<file path="src/rtl/fifo_uart_tx_if.sv">
// FIFO read-port bundle between an 8-bit synchronous FIFO and its consumer.
//   fifo_empty   : FIFO empty flag (FIFO -> consumer)
//   fifo_rd_en   : one-cycle read strobe (consumer -> FIFO)
//   fifo_rd_data : read data, valid the cycle after the rd_en edge (FIFO -> consumer)
// master = consumer side (fifo_uart_tx), slave = FIFO side.
`timescale 1ns/1ps
interface fifo_uart_tx_if;
  logic       fifo_empty;
  logic       fifo_rd_en;
  logic [7:0] fifo_rd_data;

  modport master (input fifo_empty, input fifo_rd_data, output fifo_rd_en);
  modport slave  (output fifo_empty, output fifo_rd_data, input fifo_rd_en);
endinterface

</file>
<file path="src/rtl/fifo_uart_tx.sv">
// FIFO-fed UART transmitter. Pops one byte at a time from the FIFO read port
// and sends it as start bit, 8 data bits LSB first, optional even parity,
// then 1 or 2 stop bits.
//   clk        : clock, rising edge
//   reset      : asynchronous, active-high
//   fifo       : FIFO read port (master side: drives fifo_rd_en)
//   tx_enable  : 1 = new frames may start
//   tx         : serial line, idles high (registered)
//   busy       : 1 while a byte is being fetched or sent
//   frame_done : one-cycle pulse in the first IDLE cycle after the last stop bit
`timescale 1ns/1ps
module fifo_uart_tx #(
  parameter int CLKS_PER_BIT = 16,
  parameter int PARITY_EN    = 0,
  parameter int STOP_BITS    = 1
) (
  input  logic           clk,
  input  logic           reset,
  fifo_uart_tx_if.master fifo,
  input  logic           tx_enable,
  output logic           tx,
  output logic           busy,
  output logic           frame_done
);

  localparam int            BW        = (CLKS_PER_BIT > 1) ? $clog2(CLKS_PER_BIT) : 1;
  localparam logic [BW-1:0] BAUD_LAST = BW'(CLKS_PER_BIT - 1);
  localparam logic [2:0]    STOP_LAST = 3'(STOP_BITS - 1);

  typedef enum logic [2:0] {IDLE, FETCH, START, DATA, PARITY, STOP} state_t;

  state_t        r_state;
  logic [BW-1:0] r_baud;
  logic [2:0]    r_bit_cnt;
  logic [7:0]    r_data;

  logic          w_rd_en;
  logic          w_baud_last;
  logic [2:0]    w_next_bit;

  // Read strobe is combinational so the FIFO sees it in the same cycle the
  // decision is made; held low while reset is asserted.
  assign w_rd_en         = (r_state == IDLE) && tx_enable && !fifo.fifo_empty && !reset;
  assign fifo.fifo_rd_en = w_rd_en;
  assign w_baud_last     = (r_baud == BAUD_LAST);
  assign w_next_bit      = r_bit_cnt + 3'd1;
  assign busy            = (r_state != IDLE);

  // The bit counter is reused in STOP to count stop bits, so the baud
  // counter never needs to exceed one bit period.
  always_ff @(posedge clk or posedge reset) begin
    if (reset) begin
      r_state    <= IDLE;
      r_baud     <= '0;
      r_bit_cnt  <= '0;
      r_data     <= '0;
      tx         <= 1'b1;
      frame_done <= 1'b0;
    end else begin
      frame_done <= 1'b0;
      case (r_state)
        IDLE: begin
          tx        <= 1'b1;
          r_baud    <= '0;
          r_bit_cnt <= '0;
          if (w_rd_en) r_state <= FETCH;
        end
        FETCH: begin
          r_data  <= fifo.fifo_rd_data;
          tx      <= 1'b0;
          r_baud  <= '0;
          r_state <= START;
        end
        START: begin
          if (w_baud_last) begin
            r_baud    <= '0;
            r_bit_cnt <= '0;
            tx        <= r_data[0];
            r_state   <= DATA;
          end else begin
            r_baud <= r_baud + 1'b1;
          end
        end
        DATA: begin
          if (w_baud_last) begin
            r_baud <= '0;
            if (r_bit_cnt == 3'd7) begin
              r_bit_cnt <= '0;
              if (PARITY_EN != 0) begin
                tx      <= ^r_data;
                r_state <= PARITY;
              end else begin
                tx      <= 1'b1;
                r_state <= STOP;
              end
            end else begin
              r_bit_cnt <= w_next_bit;
              tx        <= r_data[w_next_bit];
            end
          end else begin
            r_baud <= r_baud + 1'b1;
          end
        end
        PARITY: begin
          if (w_baud_last) begin
            r_baud  <= '0;
            tx      <= 1'b1;
            r_state <= STOP;
          end else begin
            r_baud <= r_baud + 1'b1;
          end
        end
        STOP: begin
          if (w_baud_last) begin
            r_baud <= '0;
            if (r_bit_cnt == STOP_LAST) begin
              r_bit_cnt  <= '0;
              frame_done <= 1'b1;
              r_state    <= IDLE;
            end else begin
              r_bit_cnt <= w_next_bit;
            end
          end else begin
            r_baud <= r_baud + 1'b1;
          end
        end
        default: r_state <= IDLE;
      endcase
    end
  end

endmodule

</file>
<file path="src/flat_wrapper.sv">
// flat-port wrapper written by rule: the top's interface ports become plain ports
module fifo_uart_tx_flat 
#(
  parameter int CLKS_PER_BIT = 16,
  parameter int PARITY_EN    = 0,
  parameter int STOP_BITS    = 1
)
  (clk, reset, tx_enable, tx, busy, frame_done, fifo_fifo_empty, fifo_fifo_rd_data, fifo_fifo_rd_en);
  fifo_uart_tx_if fifo_i ();
  input  logic clk;
  input  logic reset;
  input  logic tx_enable;
  output logic tx;
  output logic busy;
  output logic frame_done;
  input wire logic [$bits(fifo_i.fifo_empty)-1:0] fifo_fifo_empty;
  input wire logic [$bits(fifo_i.fifo_rd_data)-1:0] fifo_fifo_rd_data;
  output wire logic [$bits(fifo_i.fifo_rd_en)-1:0] fifo_fifo_rd_en;
  assign fifo_i.fifo_empty = fifo_fifo_empty;
  assign fifo_i.fifo_rd_data = fifo_fifo_rd_data;
  assign fifo_fifo_rd_en = fifo_i.fifo_rd_en;
  fifo_uart_tx #(.CLKS_PER_BIT(CLKS_PER_BIT), .PARITY_EN(PARITY_EN), .STOP_BITS(STOP_BITS)) u_core (.clk(clk), .reset(reset), .fifo(fifo_i), .tx_enable(tx_enable), .tx(tx), .busy(busy), .frame_done(frame_done));
endmodule
</file>
<file path="config.mk">
export PLATFORM = sky130hd
export DESIGN_NAME = fifo_uart_tx_flat
export DESIGN_NICKNAME = d
export VERILOG_FILES = /design/src/rtl/fifo_uart_tx_if.sv /design/src/rtl/fifo_uart_tx.sv /design/src/flat_wrapper.sv
export SDC_FILE = /design/constraint.sdc
export NUM_CORES = 1
export LEC_CHECK = 0
export BUFFER_PORTS_ARGS = -buffer_cell sky130_fd_sc_hd__buf_2
export CAP_MARGIN = 15
export CORE_MARGIN = 2
export CORE_UTILIZATION = 51
export DETAILED_ROUTE_END_ITERATION = 10
export GPL_TIMING_DRIVEN = 0
export PLACE_DENSITY = 0.8
export RECOVER_POWER = 50
export SLEW_MARGIN = 5
export SYNTH_ARGS = -nofsm -noshare
export SYNTH_HDL_FRONTEND = slang
export SYNTH_SLANG_ARGS = --single-unit
</file>
<file path="constraint.sdc">
create_clock -name clk -period 1.65 [get_ports clk]
set_input_delay 0.165 -clock clk [delete_from_list [all_inputs] [get_ports clk]]
set_output_delay 0.165 -clock clk [all_outputs]
set_load 0.01 [all_outputs]
</file>
Yosys cells after proc, flatten, opt, wreduce, memory -nomap -nowiden:

Cells that the tools add are included.

* bits in registers: 20
* bits of input ports: 12
* output and inout port bits: 4
* word-level logic and storage cells: 65

* add/sub/neg operators: 2
* $lt $le $gt $ge: 1
* eq/ne operators: 14
* multiplexer cells: 26
* reductions and logical operators: 16

Operator list (number)
* two-way mux 3 bit: 12
* case mux 3 bit (6 select lines): 1
* != test 2 x 1 -> 1 bit, second input constant: 6
* case mux 3 bit (4 select lines): 1
* equality test 3 bit, second input constant: 3
* two-way mux 1 bit: 8
* case mux 4 bit (2 select lines): 1
* AND reduction 4 bit: 2
* AND reduction 7 bit: 1
* equality test 3 x 2 -> 1 bit, second input constant: 2
* logical NOT 3 bit: 2
* case mux 1 bit (5 select lines): 1
* nonzero test 5 bit: 1
* adder 4 x 1 -> 4 bit, second input constant: 1
* equality test 4 bit, second input constant: 1
* less-than comparator 3 x 4 -> 1 bit, second input constant: 1
* two-way mux 4 bit: 1
* nonzero test 4 bit: 1
* OR reduction 4 bit: 1
* adder 3 x 1 -> 3 bit, second input constant: 1
* binary-select mux 1 bit (select 3 bit): 1
* equality test 3 x 1 -> 1 bit, second input constant: 1
* logical AND 1 bit: 3
* nonzero test 3 bit: 1
* other kinds (4): 5

Longest topological paths before layout:

* depth in word-level cells: 6
* depth in mapped cells: 8
* depth with buffers taken out: 6

Worst setup path after synthesis:

No wires, ideal clock.

* path kind: register -> register
* from: reg u_core.r_state[2]
* to: reg u_core.r_bit_cnt[2]
* library setup time: 0.126 ns
* arrival: 1.676 ns
* required time: 1.524 ns
* setup slack: -0.152 ns
* stages on the path, launching flop included: 9
* buffers on the path: 2
* clock period less this slack: 1.802 ns
* cells stage by stage: dfrtp_1 -> buf_2 -> inv_1 -> ha_1 -> clkbuf_1 -> and3b_1 -> o21ai_0 -> a21oi_1 -> o311a_1

* word-level cells in the longest chain between the ends: 3
* elaborated cells between the ends (all ways): 10
* those cells by class: eq/ne (6); mux (1); reduce/logical (3)

RTL lines
* start: declaration: line fifo_uart_tx.sv:32 `state_t r_state;`
* start signal: assignment: line fifo_uart_tx.sv:53 `r_state <= IDLE;`
* start signal: assignment: line fifo_uart_tx.sv:66 `if (w_rd_en) r_state <= FETCH;`
* start signal: assignment: line fifo_uart_tx.sv:72 `r_state <= START;`
* equality test 3 bit (tied with other cells): line fifo_uart_tx.sv:61 `case (r_state)`
* != test 2 x 1 -> 1 bit (no line) or nonzero test 4 bit (tied branches)
* AND reduction 4 bit (no line)
* end signal: assignment: line fifo_uart_tx.sv:97 `r_bit_cnt <= w_next_bit;`
* end signal: assignment: line fifo_uart_tx.sv:121 `r_bit_cnt <= w_next_bit;`
* end: declaration: line fifo_uart_tx.sv:34 `logic [2:0] r_bit_cnt;`

Several ways; a longest one is shown, not always the timed one.
A chain may end at the register's enable or synchronous reset.

Worst setup path in the final report:

* from: reg u_core.r_state[1]
* to: out fifo_fifo_rd_en

* word-level cells in the longest chain between the ends: 4

RTL lines
* logical NOT 3 bit: line fifo_uart_tx.sv:43 `assign w_rd_en = (r_state == IDLE) && tx_enable && !fifo.fifo_empty && !reset;`
* logical AND 1 bit (3 in a row): line fifo_uart_tx.sv:43
* end: declaration: line flat_wrapper.sv:18 `output wire logic [$bits(fifo_i.fifo_rd_en)-1:0] fifo_fifo_rd_en;`

Every way passes these cells.

==> impl_summary.md <==
Cells and area
The share of cells above drive strength 1 is 41.8%. After routing the design area is 1650 um2. Fill cells in the final layout number 170. The total inserted antenna cells is 0. Compared with the post-synthesis result, the final layout area differs by 30.3%. Excluding fillers, the count of instances in the completed layout stands at 183. For this run, the post-layout net count is 173.

Timing
In the post-route analysis, the smallest setup slack over all paths is -11.6 ps. The worst pin sits at a relative slew slack of 50.1%. The setup TNS after final layout is -11.6 ps. The smallest clock period supported by the final layout is computed as 1660 ps. The clock skew is 1.83 ps. The slew of the pin with the lowest slew margin is 748 ps. The number of slew-limit violations in the final report is 0. After layout, the worst path uses 101% of the clock period. The number of endpoints with negative hold slack in the final report was 19. Derived from the worst setup path, the maximum achievable clock frequency is 0.602 GHz.

The tightest hold path in the finished design has a slack of -25.7 ps. Setup repair after global routing could not meet its margin everywhere. Setup violations remaining at the end of the flow were counted as 1.

Routing
The number of optimization iterations in the first detailed-route pass is 4. The number of routed nets with antenna violations is 0. In this run, the number of DRC markers left after iteration 0 of detailed routing was 49. After detailed routing, the total wire length is 3.02 mm. In the routed design, unresolved DRC markers number 0.

The detailed-route via count is 1088. The detail-routed via count per cell is 5.95. After detailed routing, the average wire length per cell comes to 16.5 um.

CTS
In this run the clock root is driven by a clkbuf_4. The number of hold buffers added after CTS was 0. The TritonCTS clock tree is built. After clock tree synthesis, the clock-pin slew on the worst setup and hold paths is 110 ps. The number of clock sinks is 20. The maximum buffer depth of the clock tree is 2. The clock insertion delay at the later pin of the skew report is 300 ps. In this run the number of H-tree levels came out at 1.

The clock buffer count from CTS is 3.

Setup path
The critical path arrival is 1500 ps. The setup slack of the worst register-to-register path is 20 ps. The required time reported for the critical path endpoint is 1480 ps. The startpoint of the worst register-to-register path is u_core.r_state[1]$_DFFE_PP0P_. The biggest fanout along the worst timing path is 10. The endpoint of the lowest-slack register-to-register path is u_core.r_bit_cnt[2]$_DFFE_PP0P_.

The worst setup path is captured at a primary output. The number of cells on the worst reg-to-reg path is 7. STA classifies the critical path startpoint as a flop.

The worst setup path is of the reg2out kind.

Yosys
Among all flip-flop cells after synthesis, the most frequent one is dfrtp_1. The mean instance size in the synthesized netlist is 10.1 um2. Sorting the synthesized cells by how often they occur yields dfrtp_1 (19), mux2_2 (9), nand2_1 (8), ha_1 (7), nand2b_1 (7). Synthesis produced a netlist whose cell count is 125.

The number of distinct library cell variants in the gate-level netlist after synthesis is 43. In this run, synthesis inferred 0 flip-flops with an integrated enable. The synthesized design devotes to its leading area cell type 37.6% of total area. The netlist area before placement is 1260 um2. For this run, asynchronously set or reset flops after synthesis account for 100%.

The most common cell in the synthesized netlist is dfrtp_1. The number of warnings reported in the yosys synthesis log is 0. Summed over all instances, the cell type with the most area after synthesis is dfrtp_1. By area the synthesized netlist is led by dfrtp_1 (38%), mux2_2 (8.0%), ha_1 (6.9%), mux4_1 (4.2%), nand2b_1 (3.5%). The number of register bits inferred by synthesis is 20. Synthesis produced a netlist with a net count of 144.

After synthesis, flip-flops and latches occupy 39.7% of the total area.

GRT
In the global route stage, overall resource usage came out at 23.7%. The largest net degree at the start of global routing is 21. The initial antenna violation count is 0.

The first global-routing pass estimated 4.82 mm of wire. The via count of the first global-routing pass was 1077. The total overflow left after global routing is 0.

Status
The final reports fail on hold timing, setup timing. The flow ran to the end, but the final reports show violations.

Place
The wire-length estimate of the detail-placed layout is 2.08 mm. In this run, placement finished with an instance count of 170. The number of port buffers is 15. Once placement finished, the instance area stood at 1390 um2. The worst setup slack before clock tree synthesis is -147 ps. The routability congestion estimate from global placement is 0.934.

Power and ir drop
Summed over all cells, the static leakage comes to 0.751 nW. The total power density per cell area is 505 nW/um2. The power after layout is 0.833 mW. VDD sags by at most 0.658 mV.

Hold path
The type of the tightest min-delay check is in2async.

Die
The number of rows in the core area is 18. The core area is 2410 um2. The height of the chip is 53.8 um. Once the floorplan was initialized, standard cells occupied 52.5% of the core. The area of the die is 2890 um2. The number of primary I/O pins is 16.

Measured along the x axis, the die boundary spans 53.8 um.

Job
The max capacitance violation total is 0.
## per-stage QoR
step / utilization (%) / hold slack, ps
finish: 68.4 / -25.7
global route: 68.4 / 58.9
CTS: 65.3 / 12.2
detailed placement: 57.8 / 345
global placement: 57.8 / 325
floorplan: - / 128
## state kept, by name, indices dropped and copies added, names as in the netlist
| name | cells |
|---|---|
| u_core.tx | 1 |
| u_core.r_baud | 4 |
| u_core.r_bit_cnt | 3 |
| u_core.frame_done | 1 |
| u_core.r_data | 8 |
| u_core.r_state | 3 |
## routing by layer
| layer | global-route usage (%) | vias to the layer above | part of all wire [%] |
|---|---|---|---|
| li1 | - | 518 | - |
| met1 | 29.5 | 520 | 39 |
| met2 | 41.5 | 40 | 53 |
| met3 | 3.06 | 10 | 5.7 |
| met4 | 9.40 | 0 | 1.9 |
| met5 | 0 | - | 0 |
## worst max-delay path by stage
stage | startpoint | end | slack (ps) | cells after the start
after floorplan | u_core.r_state[2]$_DFFE_PP0P_ | u_core.r_bit_cnt[2]$_DFFE_PP0P_ | 10 | 8
after global routing | u_core.r_state[2]$_DFFE_PP0P_ | u_core.r_bit_cnt[2]$_DFFE_PP0P_ | -80 | 8
after CTS | u_core.r_state[1]$_DFFE_PP0P_ | fifo_fifo_rd_en | -30 | 4
after global placement | u_core.r_state[2]$_DFFE_PP0P_ | u_core.r_bit_cnt[2]$_DFFE_PP0P_ | -90 | 8
after detailed placement | u_core.r_state[2]$_DFFE_PP0P_ | u_core.r_bit_cnt[1]$_DFFE_PP0P_ | -150 | 7
final | u_core.r_state[1]$_DFFE_PP0P_ | fifo_fifo_rd_en | -10 | 4
## cell usage in the layout (no fill, tap or decap), types with 4 or more instances in the layout
cell type  instances
a21oi_1            4
nand3_1            4
nand2_1            7
ha_1               4
nand2b_1           4
nor2_1             5
buf_2             15
mux2_2             9
o21ai_0            4
dfrtp_1           18
inv_1              5
buf_6              4
buf_4              9
## kinds of logic after synthesis
family                   after synthesis  synth area share (%)
AO/OA/AOI/OAI                         30                  17.2
XOR/XNOR                               1                 0.693
adder cells (fa/ha/maj)                7                  6.92
buffers and inverters                 14                  4.65
flip-flops                            20                  39.7
multiplexers                          13                  13.7
AND/OR/NAND/NOR                       40                  17.1
## where the power goes
part | switching (mW) | total (mW) | internal [mW]
combinational | 0.0202 | 0.0439 | 0.0237
sequential | 0.00613 | 0.508 | 0.502
clock | 0.146 | 0.281 | 0.135
## cell type report
class	instances	area [um2]	share of cell area (%)
Sequential cell	20	503	30.5
Clock buffer	4	36.3	2.20
Buffer	8	76.3	4.63
Inverter	6	30.0	1.82
Tap cell	30	37.5	2.28
Multi-Input combinational cell	91	811	49.2
Timing Repair Buffer	24	154	9.34
## what timing repair did
item                       in CTS  in global routing
setup endpoints to repair       9                 10
setup buffers                   9                  0
pin swaps                       5                  5
resized for setup              15                 16
## critical path, cell delays in order (launching register included)
cell and delay [ps]:
dfrtp_2 450, buf_6 160, or3_4 390, nor2_2 70, buf_2 130
No activity file was read; power rests on OpenSTA's default activity.
